===== config.mk =====
export PLATFORM = sky130hd
export DESIGN_NAME = red_pitaya_mult_gain_block
export DESIGN_NICKNAME = d
export VERILOG_FILES = /design/src/rtl/dsp_pkg.sv /design/src/rtl/mult_shift_sat.sv /design/src/rtl/red_pitaya_mult_gain_block.sv
export SDC_FILE = /design/constraint.sdc
export NUM_CORES = 1
export LEC_CHECK = 0
export BUFFER_PORTS_ARGS = -buffer_cell sky130_fd_sc_hd__buf_2
export CAP_MARGIN = 0
export CORE_MARGIN = 5
export CORE_UTILIZATION = 56
export CTS_CLUSTER_SIZE = 40
export DETAILED_ROUTE_END_ITERATION = 7
export GPL_TIMING_DRIVEN = 0
export PLACE_DENSITY = 0.78
export SYNTH_ARGS = -nofsm -noshare
export SYNTH_HDL_FRONTEND = slang
export SYNTH_SLANG_ARGS = --single-unit

===== constraint.sdc =====
create_clock -name clk_i -period 8 [get_ports clk_i]
set_input_delay 0.8 -clock clk_i [delete_from_list [all_inputs] [get_ports clk_i]]
set_output_delay 0.8 -clock clk_i [all_outputs]
set_load 0.1 [all_outputs]

===== src/rtl/dsp_pkg.sv =====
// dsp_pkg
// Shared definitions for the DSP gain blocks: bus register addresses, the
// multiplier mode encoding and a generic saturating clamp helper.
// No ports (package).
package dsp_pkg;

  // Bus register map
  localparam logic [15:0] ADDR_CTRL      = 16'h0100;
  localparam logic [15:0] ADDR_GAIN      = 16'h0104;
  localparam logic [15:0] ADDR_SHIFT     = 16'h0108;
  localparam logic [15:0] ADDR_OFFSET    = 16'h010C;
  localparam logic [15:0] ADDR_STATUS    = 16'h0110;
  localparam logic [15:0] ADDR_SAT_COUNT = 16'h0114;

  // Operand selection for the multiplier
  typedef enum logic [1:0] {
    MODE_AB     = 2'd0,
    MODE_AGAIN  = 2'd1,
    MODE_SQUARE = 2'd2,
    MODE_BYPASS = 2'd3
  } mode_t;

  typedef struct packed {
    logic               sat;
    logic signed [63:0] value;
  } sat_result_t;

  // Clamp a wide signed value into the range of a signed 'bits'-wide number.
  // The sat flag reports whether the clamp changed the value.
  function automatic sat_result_t sat_clamp(input logic signed [63:0] v,
                                            input int unsigned        bits);
    logic signed [63:0] hi;
    logic signed [63:0] lo;
    sat_result_t        r;
    hi      = (64'sd1 <<< (bits - 1)) - 64'sd1;
    lo      = -(64'sd1 <<< (bits - 1));
    r.sat   = 1'b0;
    r.value = v;
    if (v > hi) begin
      r.sat   = 1'b1;
      r.value = hi;
    end else if (v < lo) begin
      r.sat   = 1'b1;
      r.value = lo;
    end
    return r;
  endfunction

endpackage


===== src/rtl/mult_shift_sat.sv =====
// mult_shift_sat
// Output stage of the gain blocks: arithmetic right shift of a full-precision
// product, signed offset add and clamp to OUT_BITS, all registered.
// Ports:
//   clk_i, rstn_i  clock, asynchronous active-low reset
//   sync_i         synchronous flush of the output register
//   en_i           stage enable; when low the output is forced to zero
//   prod_i         PW-bit signed product
//   shift_i        right shift amount (limited to PW-1)
//   offset_i       signed offset added after the shift
//   dat_o, sat_o   registered result and clamp indicator
module mult_shift_sat
  import dsp_pkg::*;
#(
  parameter int PW       = 30,
  parameter int OUT_BITS = 14
) (
  input  logic                       clk_i,
  input  logic                       rstn_i,
  input  logic                       sync_i,
  input  logic                       en_i,
  input  logic signed [PW-1:0]       prod_i,
  input  logic [5:0]                 shift_i,
  input  logic signed [OUT_BITS-1:0] offset_i,
  output logic signed [OUT_BITS-1:0] dat_o,
  output logic                       sat_o
);

  logic [5:0]           shift_eff;
  logic signed [PW-1:0] shifted;
  logic signed [63:0]   sum;
  sat_result_t          clamp;

  // Shifting by PW-1 already leaves only the sign, so larger requests are
  // capped there. >>> on a signed value rounds toward -inf.
  always_comb begin
    shift_eff = (int'(shift_i) > PW - 1) ? 6'(PW - 1) : shift_i;
    shifted   = prod_i >>> shift_eff;
    sum       = 64'(shifted) + 64'(offset_i);
    clamp     = sat_clamp(sum, OUT_BITS);
  end

  always_ff @(posedge clk_i or negedge rstn_i) begin
    if (!rstn_i) begin
      dat_o <= '0;
      sat_o <= 1'b0;
    end else if (sync_i || !en_i) begin
      dat_o <= '0;
      sat_o <= 1'b0;
    end else begin
      dat_o <= clamp.value[OUT_BITS-1:0];
      sat_o <= clamp.sat;
    end
  end

endmodule


===== src/rtl/red_pitaya_mult_gain_block.sv =====
// red_pitaya_mult_gain_block
// Pipelined signed multiplier with bus-programmable mode, gain, shift, offset
// and output saturation. Latency is 3 cycles from dat_i/dat2_i to dat_o.
// Optional feature macro: MULT_SAT_COUNTER_EN adds a 32-bit saturating
// SAT_COUNT register at 0x114 (reads 0 when the macro is undefined).
// Ports:
//   clk_i, rstn_i  clock, asynchronous active-low reset
//   sync_i         pipeline flush, active high
//   dat_i, dat2_i  signed operands A and B
//   dat_o, sat_o   registered result and clamp indicator
//   addr, wen, ren, wdata, ack, rdata  register bus
module red_pitaya_mult_gain_block
  import dsp_pkg::*;
#(
  parameter int IN1_BITS  = 14,
  parameter int IN2_BITS  = 14,
  parameter int GAIN_BITS = 16,
  parameter int OUT_BITS  = 14
) (
  input  logic                       clk_i,
  input  logic                       rstn_i,
  input  logic                       sync_i,
  input  logic signed [IN1_BITS-1:0] dat_i,
  input  logic signed [IN2_BITS-1:0] dat2_i,
  output logic signed [OUT_BITS-1:0] dat_o,
  output logic                       sat_o,
  input  logic [15:0]                addr,
  input  logic                       wen,
  input  logic                       ren,
  output logic                       ack,
  output logic [31:0]                rdata,
  input  logic [31:0]                wdata
);

  localparam int OP2_BITS = (IN2_BITS > GAIN_BITS) ? IN2_BITS : GAIN_BITS;
  localparam int PW       = IN1_BITS + OP2_BITS;

  // Configuration registers
  mode_t                       cfg_mode;
  logic                        cfg_en;
  logic signed [GAIN_BITS-1:0] cfg_gain;
  logic [5:0]                  cfg_shift;
  logic signed [OUT_BITS-1:0]  cfg_offset;
  logic                        sat_sticky;

  // S1: operands plus the configuration they must be processed with
  logic signed [IN1_BITS-1:0]  s1_a;
  logic signed [IN2_BITS-1:0]  s1_b;
  logic signed [GAIN_BITS-1:0] s1_gain;
  mode_t                       s1_mode;
  logic                        s1_en;
  logic [5:0]                  s1_shift;
  logic signed [OUT_BITS-1:0]  s1_offset;

  // S2: full-precision product
  logic signed [PW-1:0]        s2_prod;
  logic                        s2_en;
  logic [5:0]                  s2_shift;
  logic signed [OUT_BITS-1:0]  s2_offset;

  logic signed [PW-1:0]        a_ext;
  logic signed [PW-1:0]        op2;
  logic signed [PW-1:0]        prod_next;
  logic [31:0]                 read_val;
  logic                        status_w1c;
  logic                        unused_ok;

  assign status_w1c = wen && (addr == ADDR_STATUS) && wdata[0];
  assign unused_ok  = &{1'b0, wdata};

  always_ff @(posedge clk_i or negedge rstn_i) begin
    if (!rstn_i) begin
      cfg_mode   <= MODE_AB;
      cfg_en     <= 1'b0;
      cfg_gain   <= '0;
      cfg_shift  <= '0;
      cfg_offset <= '0;
    end else if (wen) begin
      case (addr)
        ADDR_CTRL: begin
          cfg_mode <= mode_t'(wdata[1:0]);
          cfg_en   <= wdata[2];
        end
        ADDR_GAIN:   cfg_gain   <= wdata[GAIN_BITS-1:0];
        ADDR_SHIFT:  cfg_shift  <= wdata[5:0];
        ADDR_OFFSET: cfg_offset <= wdata[OUT_BITS-1:0];
        default: ;
      endcase
    end
  end

  // New saturation wins over a simultaneous write-1-to-clear.
  always_ff @(posedge clk_i or negedge rstn_i) begin
    if (!rstn_i) begin
      sat_sticky <= 1'b0;
    end else begin
      sat_sticky <= (sat_sticky && !status_w1c) || sat_o;
    end
  end

`ifdef MULT_SAT_COUNTER_EN
  logic [31:0] sat_count;

  // Clear has priority over a coincident increment; the count sticks at max.
  always_ff @(posedge clk_i or negedge rstn_i) begin
    if (!rstn_i) begin
      sat_count <= '0;
    end else if (wen && (addr == ADDR_SAT_COUNT)) begin
      sat_count <= '0;
    end else if (sat_o && (sat_count != 32'hFFFF_FFFF)) begin
      sat_count <= sat_count + 32'd1;
    end
  end
`endif

  always_comb begin
    read_val = '0;
    case (addr)
      ADDR_CTRL:   read_val = {29'd0, cfg_en, cfg_mode};
      ADDR_GAIN:   read_val = 32'(cfg_gain);
      ADDR_SHIFT:  read_val = {26'd0, cfg_shift};
      ADDR_OFFSET: read_val = 32'(cfg_offset);
      ADDR_STATUS: read_val = {31'd0, sat_sticky};
`ifdef MULT_SAT_COUNTER_EN
      ADDR_SAT_COUNT: read_val = sat_count;
`endif
      default:     read_val = '0;
    endcase
  end

  always_ff @(posedge clk_i or negedge rstn_i) begin
    if (!rstn_i) begin
      ack   <= 1'b0;
      rdata <= '0;
    end else begin
      ack <= wen || ren;
      if (ren) begin
        rdata <= read_val;
      end
    end
  end

  // Capture the config alongside the data so that a register write lands
  // cleanly between two samples.
  always_ff @(posedge clk_i or negedge rstn_i) begin
    if (!rstn_i) begin
      s1_a      <= '0;
      s1_b      <= '0;
      s1_gain   <= '0;
      s1_mode   <= MODE_AB;
      s1_en     <= 1'b0;
      s1_shift  <= '0;
      s1_offset <= '0;
    end else if (sync_i) begin
      s1_a      <= '0;
      s1_b      <= '0;
      s1_gain   <= '0;
      s1_mode   <= MODE_AB;
      s1_en     <= 1'b0;
      s1_shift  <= '0;
      s1_offset <= '0;
    end else begin
      s1_a      <= dat_i;
      s1_b      <= dat2_i;
      s1_gain   <= cfg_gain;
      s1_mode   <= cfg_mode;
      s1_en     <= cfg_en;
      s1_shift  <= cfg_shift;
      s1_offset <= cfg_offset;
    end
  end

  // Both factors are sign-extended to PW, so the PW-bit product is exact.
  always_comb begin
    a_ext = PW'(s1_a);
    op2   = '0;
    case (s1_mode)
      MODE_AB:     op2 = PW'(s1_b);
      MODE_AGAIN:  op2 = PW'(s1_gain);
      MODE_SQUARE: op2 = a_ext;
      default:     op2 = '0;
    endcase
    prod_next = (s1_mode == MODE_BYPASS) ? a_ext : a_ext * op2;
  end

  always_ff @(posedge clk_i or negedge rstn_i) begin
    if (!rstn_i) begin
      s2_prod   <= '0;
      s2_en     <= 1'b0;
      s2_shift  <= '0;
      s2_offset <= '0;
    end else if (sync_i) begin
      s2_prod   <= '0;
      s2_en     <= 1'b0;
      s2_shift  <= '0;
      s2_offset <= '0;
    end else begin
      s2_prod   <= prod_next;
      s2_en     <= s1_en;
      s2_shift  <= s1_shift;
      s2_offset <= s1_offset;
    end
  end

  mult_shift_sat #(
    .PW       (PW),
    .OUT_BITS (OUT_BITS)
  ) u_shift_sat (
    .clk_i    (clk_i),
    .rstn_i   (rstn_i),
    .sync_i   (sync_i),
    .en_i     (s2_en),
    .prod_i   (s2_prod),
    .shift_i  (s2_shift),
    .offset_i (s2_offset),
    .dat_o    (dat_o),
    .sat_o    (sat_o)
  );

endmodule


==> results of run 1 <==
[worst paths after layout]
kind	startpoint	end	slack, ns
worst max-delay path	s1_mode[0]	s2_prod[29]	0.22
worst min-delay path	rstn_i	u_shift_sat.dat_o[12]	0.27
min in group clk_i	s1_offset[1]	s2_offset[1]	0.46
max in group asynchronous	rstn_i	s1_mode[1]	6.75
worst max register to register	s1_mode[0]	s2_prod[29]	0.22
worst min register to register	s1_offset[1]	s2_offset[1]	0.46
[flip-flops by register name, summed over array words and instances (netlist names), 16 cells and up]
name and cells:
rdata 16, s1_gain 16, cfg_gain 16, s2_prod 30
[metal layers]
metal  vias up  routed length (um)  GRT usage, %
li1       6935                   -             -
met1      7384               20570         34.58
met2       571               24020         44.11
met3        97                3589         5.101
met4         0                1516         8.094
met5         -                   0             0
[synth_stat cells (8+ instances only)]
cell type  count  share of area (%)
a211oi_1      21               0.82
a21o_1        25               0.98
a21oi_1       97                2.5
a31o_1        10               0.46
and2_1       132                4.3
and3_1        12               0.39
buf_4         16               0.63
clkbuf_1      87                1.7
dfrtp_1      190                 25
fa_1         220                 23
ha_1         101                6.6
inv_1        297                5.8
mux2_2        55                3.2
mux2i_1       70                3.7
nand2_1      206                4.0
nand2b_1       8               0.26
nand3_1       23               0.60
nand4_1        8               0.26
nor2_1        82                1.6
nor2b_1       99                3.2
nor3_1        15               0.39
o211ai_1      10               0.39
o21ai_0       81                2.1
o21bai_1       9               0.35
o31ai_1       12               0.47
or2_2         11               0.36
xnor2_1       30                1.4
xor2_1        15               0.68
[cell families after synthesis]
logic type      Yosys count  share of synthesized area (%)
xor+xnor                 45                          2.055
buf+inv                 410                          8.394
compound gates          340                          11.68
mux                     125                          6.881
fa+ha+maj               321                          29.55
flops                   190                          24.78
simple gates            627                          16.66
[timing repair]
action                                  in CTS  in global routing
buffers inserted                             0                  5
gates resized for setup                     22                 38
endpoints found under the setup margin      11                  9
pin swaps                                    0                  3
[report_power, final]
| group | internal [mW] | leakage, nW | switching [mW] |
|---|---|---|---|
| combinational | 0.709 | 7.75 | 1.10 |
| clock | 0.427 | 0.294 | 0.440 |
| sequential | 1.02 | 2.57 | 0.0397 |
[stage by stage]
step	instances	cell area (um^2)	hold slack, ns	worst slack [ns]
after global placement	2618	20300	0.4500	-1.029
after CTS	2651	21000	0.2937	0.004961
after floorplan	2058	19180	0.4385	0.4269
after global routing	2656	21110	0.3027	-0.004876
final	2656	21110	0.2693	0.2218
after detailed placement	2619	20340	0.4477	-1.079
[cell type report]
type,count,area (um^2),share of cell area (%)
multi-input combinational,1458,12880,61.00
sequential,190,4756,22.53
inverter,297,1115,5.281
timing repair buffer,119,640.6,3.035
tap,448,560.5,2.655
buffer,112,539.3,2.555
clock buffer,17,425.4,2.015
clock inverter,15,195.2,0.9247
==> impl_metrics.toml, run 1 <==
[floorplanning]
fp.dieArea_mm2 = 0.03806
die_y_um = 195.1
start_util_pct = 56.92
core_mm2 = 0.03370
io_pins = 129
rows = 67
die_w_um = 195.1

[detailed_routing]
vias = 14990
drt-total-wl_um = 49700
drt_iter0_drc = 1149
antenna_left = 0
drc = 0
routed_via_density = 5.643
wl_per_cell_um = 18.71
drt_pass1_iterations = 6

[worst_setup_path]
critPathKind = "register to register"
ff2ff_path_depth = 27
slowest_delay_ns = 0.55
slowest_stage = "fa_1"
critPathRequiredTime_ns = 8.30
worstPathArrival_ns = 8.08
crit_family = "adder cells"
path_max_fanout = 10
crit_path_start_kind = "register"
endpoint_kind = "register"
crit_cells = 27
path_buf_inv = 6
crit_path_frequent_cell = "fa_1"

[synth]
netlist_area_mm2 = 0.01918
ys_ff_latch = 190
synth_edf_count = 0
synthCells = 2058
synthArstFlopShare_pct = 100.0
synth_top_flop_cell = "dfrtp_1"
ys_seq_area_share_pct = 24.78
netlist-cell-type-count = 76
yosys_warnings = 0
synth_area_per_cell_um2 = 9.321
syn_nets = 2460

[global_route]
antenna_found_initial = 0
grt_pass1_vias = 15830
grt_max_degree = 129
globalRouteOverflowTotal = 0
track_usage_pct = 26.19
grt_pass1_wl_um = 81240

[timing]
fmax_mhz = 128.6
worst_slew_margin_rel_pct = 21.56
fin_crit_sh_pct = 97.23
hold_viol_final = 0
setup_tns_ns = 0
setup_viol = 0
finClkSkew_ns = 0.02559
worst_slew_pin_slew_ns = 1.174
slew_viol_final = 0
finalCriticalPeriod_ns = 7.778

[final_layout]
num_antenna_cells = 0
layout_commonest_cell = "inv_1"
drive_above_1_share_pct = 12.64
syn_to_final_growth_pct = 10.04
finalNetCount = 2597
fillers = 2805
layout_common_cells = "297 x inv_1, 219 x fa_1, 206 x nand2_1, 189 x dfrtp_1, 132 x and2_1"
utilization_pct = 62.64

[placement]
dp_hpwl_um = 39810
gp_congestion = 0.9313
numPortBuffers = 112

[clock_tree]
cts_sinks = 190
clkTransAtPathRegs_ns = 0.09
cts_root_buf = "clkbuf_16"
cts_tree = "built"
cts_buffers = 17
cts_buffer_depth = 2
worstSkewPairLatency_ns = 0.45
holdBufCountCts = 0
h-tree-depth = 4

[power]
power.density_mw_per_mm2 = 176.7
p_leak_nw = 10.61
ir_drop_mv = 0.1174
total_power_mw = 3.730

[min_path]
hold_path.class = "input port to asynchronous set/reset pin"

[outcome]
status = "complete, no violations"

[run]
maxCapViolCount = 0
No activity file was read; power rests on OpenSTA's default activity.
==> run 2, diff against run 1 <==
--- a/config.mk
+++ b/config.mk
@@ -11,7 +11,6 @@
 export CORE_UTILIZATION = 56
 export CTS_CLUSTER_SIZE = 40
 export DETAILED_ROUTE_END_ITERATION = 7
-export GPL_TIMING_DRIVEN = 0
 export PLACE_DENSITY = 0.78
 export SYNTH_ARGS = -nofsm -noshare
 export SYNTH_HDL_FRONTEND = slang
==> run 2 against run 1 <==
Net effect:
- flip-flop and latch count stayed put
- maximum frequency is 1.7% higher
- sequential power hardly changed
- cell area is 1.6% lower
- critical path depth is 3 lower
- routed wire length is 7.0% lower
- critical endpoint unchanged
- largest cell class unchanged
- largest power group unchanged
==> impl_metrics.toml, run 2 (synthesis results as in run 1) <==
[floorplanning]
io_pins = 129
start_util_pct = 56.92
core_mm2 = 0.03370
die_w_um = 195.1
die_y_um = 195.1
fp.dieArea_mm2 = 0.03806
rows = 67

[worst_setup_path]
ff2ff_path_depth = 24
r2r-end = "s2_prod[29]"
endpoint_kind = "register"
startpoint = "s1_mode[0]"
r2r_start = "s1_mode[0]"
path_max_fanout = 18
crit_path_start_kind = "register"
critPathKind = "register to register"
worstPathArrival_ns = 7.92
critPathRequiredTime_ns = 8.27
reg2reg_slack_ns = 0.35

[timing]
finClkSkew_ns = 0.01519
finalCriticalPeriod_ns = 7.647
fin_crit_sh_pct = 95.59
worst_slew_margin_rel_pct = 15.69
fmax_mhz = 130.8
setup_tns_ns = 0
rsz0062_at_grt = "no"
worst_slew_pin_slew_ns = 1.260
slew_viol_final = 0
hold_viol_final = 0
setup_viol = 0

[clock_tree]
post-cts-setup-buffers = 0
cts_buffer_depth = 2
clkTransAtPathRegs_ns = 0.08
worstSkewPairLatency_ns = 0.43
cts_sinks = 190
h-tree-depth = 4
cts_buffers = 17
cts_tree = "built"
cts_resized = 0
cts_root_buf = "clkbuf_16"
holdBufCountCts = 0

[outcome]
status = "complete, no violations"

[power]
sw_frac_of_total_pct = 41.39
clkPwrFrac_pct = 23.5
internal-power_mw = 2.131
power_frac_seq_pct = 29.1
p_leak_nw = 10.53
p_comb_share_pct = 47.3
power.density_mw_per_mm2 = 175.0
ir_drop_mv = 0.1148
p_switching_mw = 1.505

[detailed_routing]
wl_per_cell_um = 17.92
drt-total-wl_um = 46230
drc = 0
vias = 14650
antenna_left = 0
drt_iter0_drc = 1004
drt_pass1_iterations = 6
routed_via_density = 5.676

[final_layout]
layout_commonest_cell = "inv_1"
finalNetCount = 2521
layout_common_cells = "297 x inv_1, 219 x fa_1, 206 x nand2_1, 190 x dfrtp_1, 132 x and2_1"
largest_reg_flops = 30
num_antenna_cells = 0
layout.cells.non_filler = 2580
drive_above_1_share_pct = 12.71
regMostFlops = "s2_prod"
syn_to_final_growth_pct = 8.277

[global_route]
track_usage_pct = 24.57
grt_pass1_wl_um = 76890
antenna_found_initial = 2
grt_max_degree = 100
globalRouteOverflowTotal = 0
grt_pass1_vias = 15360

[placement]
numPortBuffers = 112
dp_hpwl_um = 35430
gp_congestion = 0.9555
placed_cells = 2548

[run]
maxCapViolCount = 0

[min_path]
hold_path.class = "input port to asynchronous set/reset pin"
run 2: cell types whose count changed in the layout (fill, tap and decap cells not counted), sizes merged:
cell,change
buf,+8
clkinv,-4
inv,+4
clkbuf,-84
run 2: area by class of cell:
class,instances,area (um^2)
clock inverters,15,188.9
clock buffers,17,425.4
multi-input cells,1458,12830
inverters,297,1115
fillers,2784,12930
repair buffers,155,894.6
flip-flops and latches,190,4755
well taps,448,560.5
run 2: how the worst max path moves through the flow:
stage / endpoint / slack, ns / cells past startpoint
floorplan: s2_prod[29] / 0.43 / 27
global placement: s2_prod[29] / 0.40 / 24
detailed placement: s2_prod[29] / 0.25 / 24
CTS: s2_prod[29] / 0.15 / 24
global route: s2_prod[29] / 0.03 / 24
finish: s2_prod[29] / 0.35 / 24
run 2: power by group through the flow:
stage	clock network (mW)	registers (mW)	logic [mW]
final	0.855	1.06	1.72
after global routing	0.906	1.06	1.94
after CTS	0.865	1.06	1.72
after detailed placement	0	1.08	1.70
after global placement	0	1.07	1.65
after floorplan	0	1.07	1.29
run 2: critical path, stage by stage, from the launching register on:
cell and delay, ns:
dfrtp_1 0.36, buf_4 0.21, nor2b_1 0.24, a21oi_1 0.08, o21ai_0 0.61, nand2_1 0.24, fa_1 0.60, fa_2 0.81
inv_1 0.18, fa_1 0.59, fa_1 0.44, fa_1 0.55, inv_1 0.05, fa_1 0.49, inv_1 0.04, ha_1 0.33
and2_1 0.20, a31oi_1 0.18, o21ai_0 0.14, a21o_1 0.21, o31a_1 0.29, o21ai_0 0.25, o21ai_0 0.14, xnor2_1 0.16
a21oi_1 0.08
run 2: metrics by stage:
stage	area, um^2	setup slack (ns)	power [mW]	util, %	hold slack (ns)
finish	20770	0.3527	3.636	61.64	0.4215
global placement	20150	0.4047	2.725	59.80	0.4419
CTS	20770	0.1528	3.638	61.62	0.4462
detailed placement	20150	0.2511	2.779	59.80	0.4463
floorplan	19180	0.4269	2.358	-	0.4385
global route	20770	0.03155	3.915	61.64	0.4728
run 2: routing by layer:
layer | part of all wire (%) | vias up | wire (um) | GRT usage (%)
li1 | - | 6772 | - | -
met1 | 42 | 7293 | 19640 | 33.69
met2 | 49 | 494 | 22480 | 41.37
met3 | 6.2 | 86 | 2872 | 3.619
met4 | 2.7 | 0 | 1237 | 6.465
met5 | 0 | - | 0 | 0
==> run 3, diff against run 2 <==
==> constraint.sdc (replaced) <==
create_clock -name clk_i -period 6.3 [get_ports clk_i]
set_input_delay 0.63 -clock clk_i [delete_from_list [all_inputs] [get_ports clk_i]]
set_output_delay 0.63 -clock clk_i [all_outputs]
set_load 0.1 [all_outputs]
==> run 3 against run 2 <==
Net effect:
- the run now ends with negative setup slack left
- routed wire length rose by 14%
- global-route usage rose by 2.4 points
- via count rose by 7.8%
- utilization rose by 6.1 points
- highest routed layer unchanged
==> impl_metrics.toml, run 3 (synthesis results as in run 1) <==
[timing]
holdWs_ns = 0.2303
fmax_mhz = 146.9
finalCriticalPeriod_ns = 6.805
setup_viol = 14
hold_viol_final = 0
slew_viol_final = 0
worst_slew_pin_slew_ns = 0.9897
finClkSkew_ns = 0.01388
worst_slew_margin_rel_pct = 34.02
worst_slack_ns = -0.5051
fin_crit_sh_pct = 108.0
setup_tns_ns = -4.805
rsz0062_at_grt = "yes"

[placement]
place_area_mm2 = 0.02124
dp_slack_ns = -0.4730
numPortBuffers = 112
placed_cells = 2666
dp_hpwl_um = 37880
gp_congestion = 0.9279

[worst_setup_path]
endpoint_kind = "register"
path_max_fanout = 8
crit_family = "adder cells"
crit_path_start_kind = "register"
critPathKind = "register to register"
r2r-end = "s2_prod[28]"
slowest_delay_ns = 0.55
r2r_start = "s1_mode[0]"
slowest_stage = "fa_1"
worstPathArrival_ns = 7.16
critPathRequiredTime_ns = 6.65
ff2ff_path_depth = 28
crit_path_frequent_cell = "fa_1"
reg2reg_slack_ns = -0.51
path_buf_inv = 8

[power]
p_switching_mw = 2.174
clkPwrFrac_pct = 20.6
total_power_mw = 5.249
ir_drop_mv = 0.1777
internal-power_mw = 3.075
power_frac_seq_pct = 25.6
sw_frac_of_total_pct = 41.42
power.density_mw_per_mm2 = 230.0
p_comb_share_pct = 53.8
p_leak_nw = 11.41

[final_layout]
final_area_mm2 = 0.02282
layout_common_cells = "267 x inv_1, 208 x fa_1, 202 x nand2_1, 190 x dfrtp_1, 169 x buf_4"
layout_commonest_cell = "inv_1"
utilization_pct = 67.71
regMostFlops = "s2_prod"
finalNetCount = 2679
drive_above_1_share_pct = 24.93
largest_reg_flops = 30
num_antenna_cells = 0
syn_to_final_growth_pct = 18.94
layout.cells.non_filler = 2738
fillers = 2439

[global_route]
antenna_found_initial = 0
use_met1_pct = 36.13
gr-usage-met2_pct = 45.01
globalRouteOverflowTotal = 0
track_usage_pct = 26.92
grt_pass1_wl_um = 83610
grtUsageMet3_pct = 4.101
grt_max_degree = 109
grt_pass1_vias = 16460
busiest_layer = "met2"

[detailed_routing]
vias = 15790
drc = 0
drt_pass1_iterations = 6
drt_iter0_drc = 1298
routed_via_density = 5.766
wl_per_cell_um = 19.18
antenna_left = 0
drt-total-wl_um = 52500

[run]
maxCapViolCount = 0

[clock_tree]
cts_buffer_depth = 2
holdBufCountCts = 0
clkTransAtPathRegs_ns = 0.08
h-tree-depth = 4
cts_sinks = 190
worstSkewPairLatency_ns = 0.45
cts_tree = "built"
cts_buffers = 17
cts_root_buf = "clkbuf_16"

[floorplanning]
rows = 67
die_y_um = 195.1
fp.dieArea_mm2 = 0.03806
io_pins = 129
die_w_um = 195.1
core_mm2 = 0.03370
start_util_pct = 56.92

[min_path]
hold_path.class = "input port to asynchronous set/reset pin"

[outcome]
status = "complete, but fails checks"
violations = "negative setup slack"
## run 3: changes by cell type in the layout (fill, tap and decap cells not counted), sizes merged
cell,change
buf,+157
inv,-3
clkinv,+2
clkbuf,+1
nor2b,+1
## run 3: worst reg2reg max path, delay by kind of cell, from the launching register on
family / cells / cell delay (ns)
AOI/OAI and AO/OA: 6 / 1.20
adders and majority gates: 7 / 3.31
buffers and inverters: 8 / 0.85
DFF: 1 / 0.45
muxes: 1 / 0.23
and+or+nand+nor: 6 / 0.67
## run 3: worst max-delay path by stage
stage / startpoint / end / slack, ns / depth (start not counted)
4_1_cts: s1_mode[0] / s2_prod[21] / -0.33 / 28
2_1_floorplan: s1_mode[0] / s2_prod[29] / -0.006 / 27
6_report: s1_mode[0] / s2_prod[28] / -0.51 / 28
3_3_place_gp: s1_mode[0] / s2_prod[28] / -0.35 / 26
3_5_place_dp: s1_mode[0] / s2_prod[29] / -0.47 / 28
5_1_grt: s1_mode[0] / s2_prod[29] / -0.68 / 29
## run 3: final cells by class
| cell class | instances | area, um^2 | area share (%) |
|---|---|---|---|
| sequential | 190 | 4755 | 20.84 |
| multi-input combinational | 1459 | 13540 | 59.34 |
| clock inverter | 14 | 167.7 | 0.7348 |
| inverter | 297 | 1115 | 4.886 |
| timing repair buffer | 312 | 2250 | 9.860 |
| tap | 448 | 560.5 | 2.457 |
| clock buffer | 18 | 429.2 | 1.881 |
## run 3: power groups by stage
stage | sequential (mW) | combinational (mW) | clock (mW)
after floorplan | 1.36 | 1.72 | 0
after global placement | 1.36 | 2.48 | 0
final | 1.34 | 2.83 | 1.08
after global routing | 1.35 | 3.10 | 1.14
after CTS | 1.34 | 2.64 | 1.09
after detailed placement | 1.36 | 2.56 | 0
## run 3: timing repair
action	4_1_cts	5_1_grt
setup buffers	23	17
endpoints found under the setup margin	14	34
pin swaps	35	55
gates cloned	2	1
gates resized for setup	53	122
endpoints found under the hold margin	0	0
## run 3: layer usage
metal	part of all wire (%)	wire (um)
met5	0	0
met1	40	20880
met3	7.2	3793
met2	48	25380
met4	4.7	2450
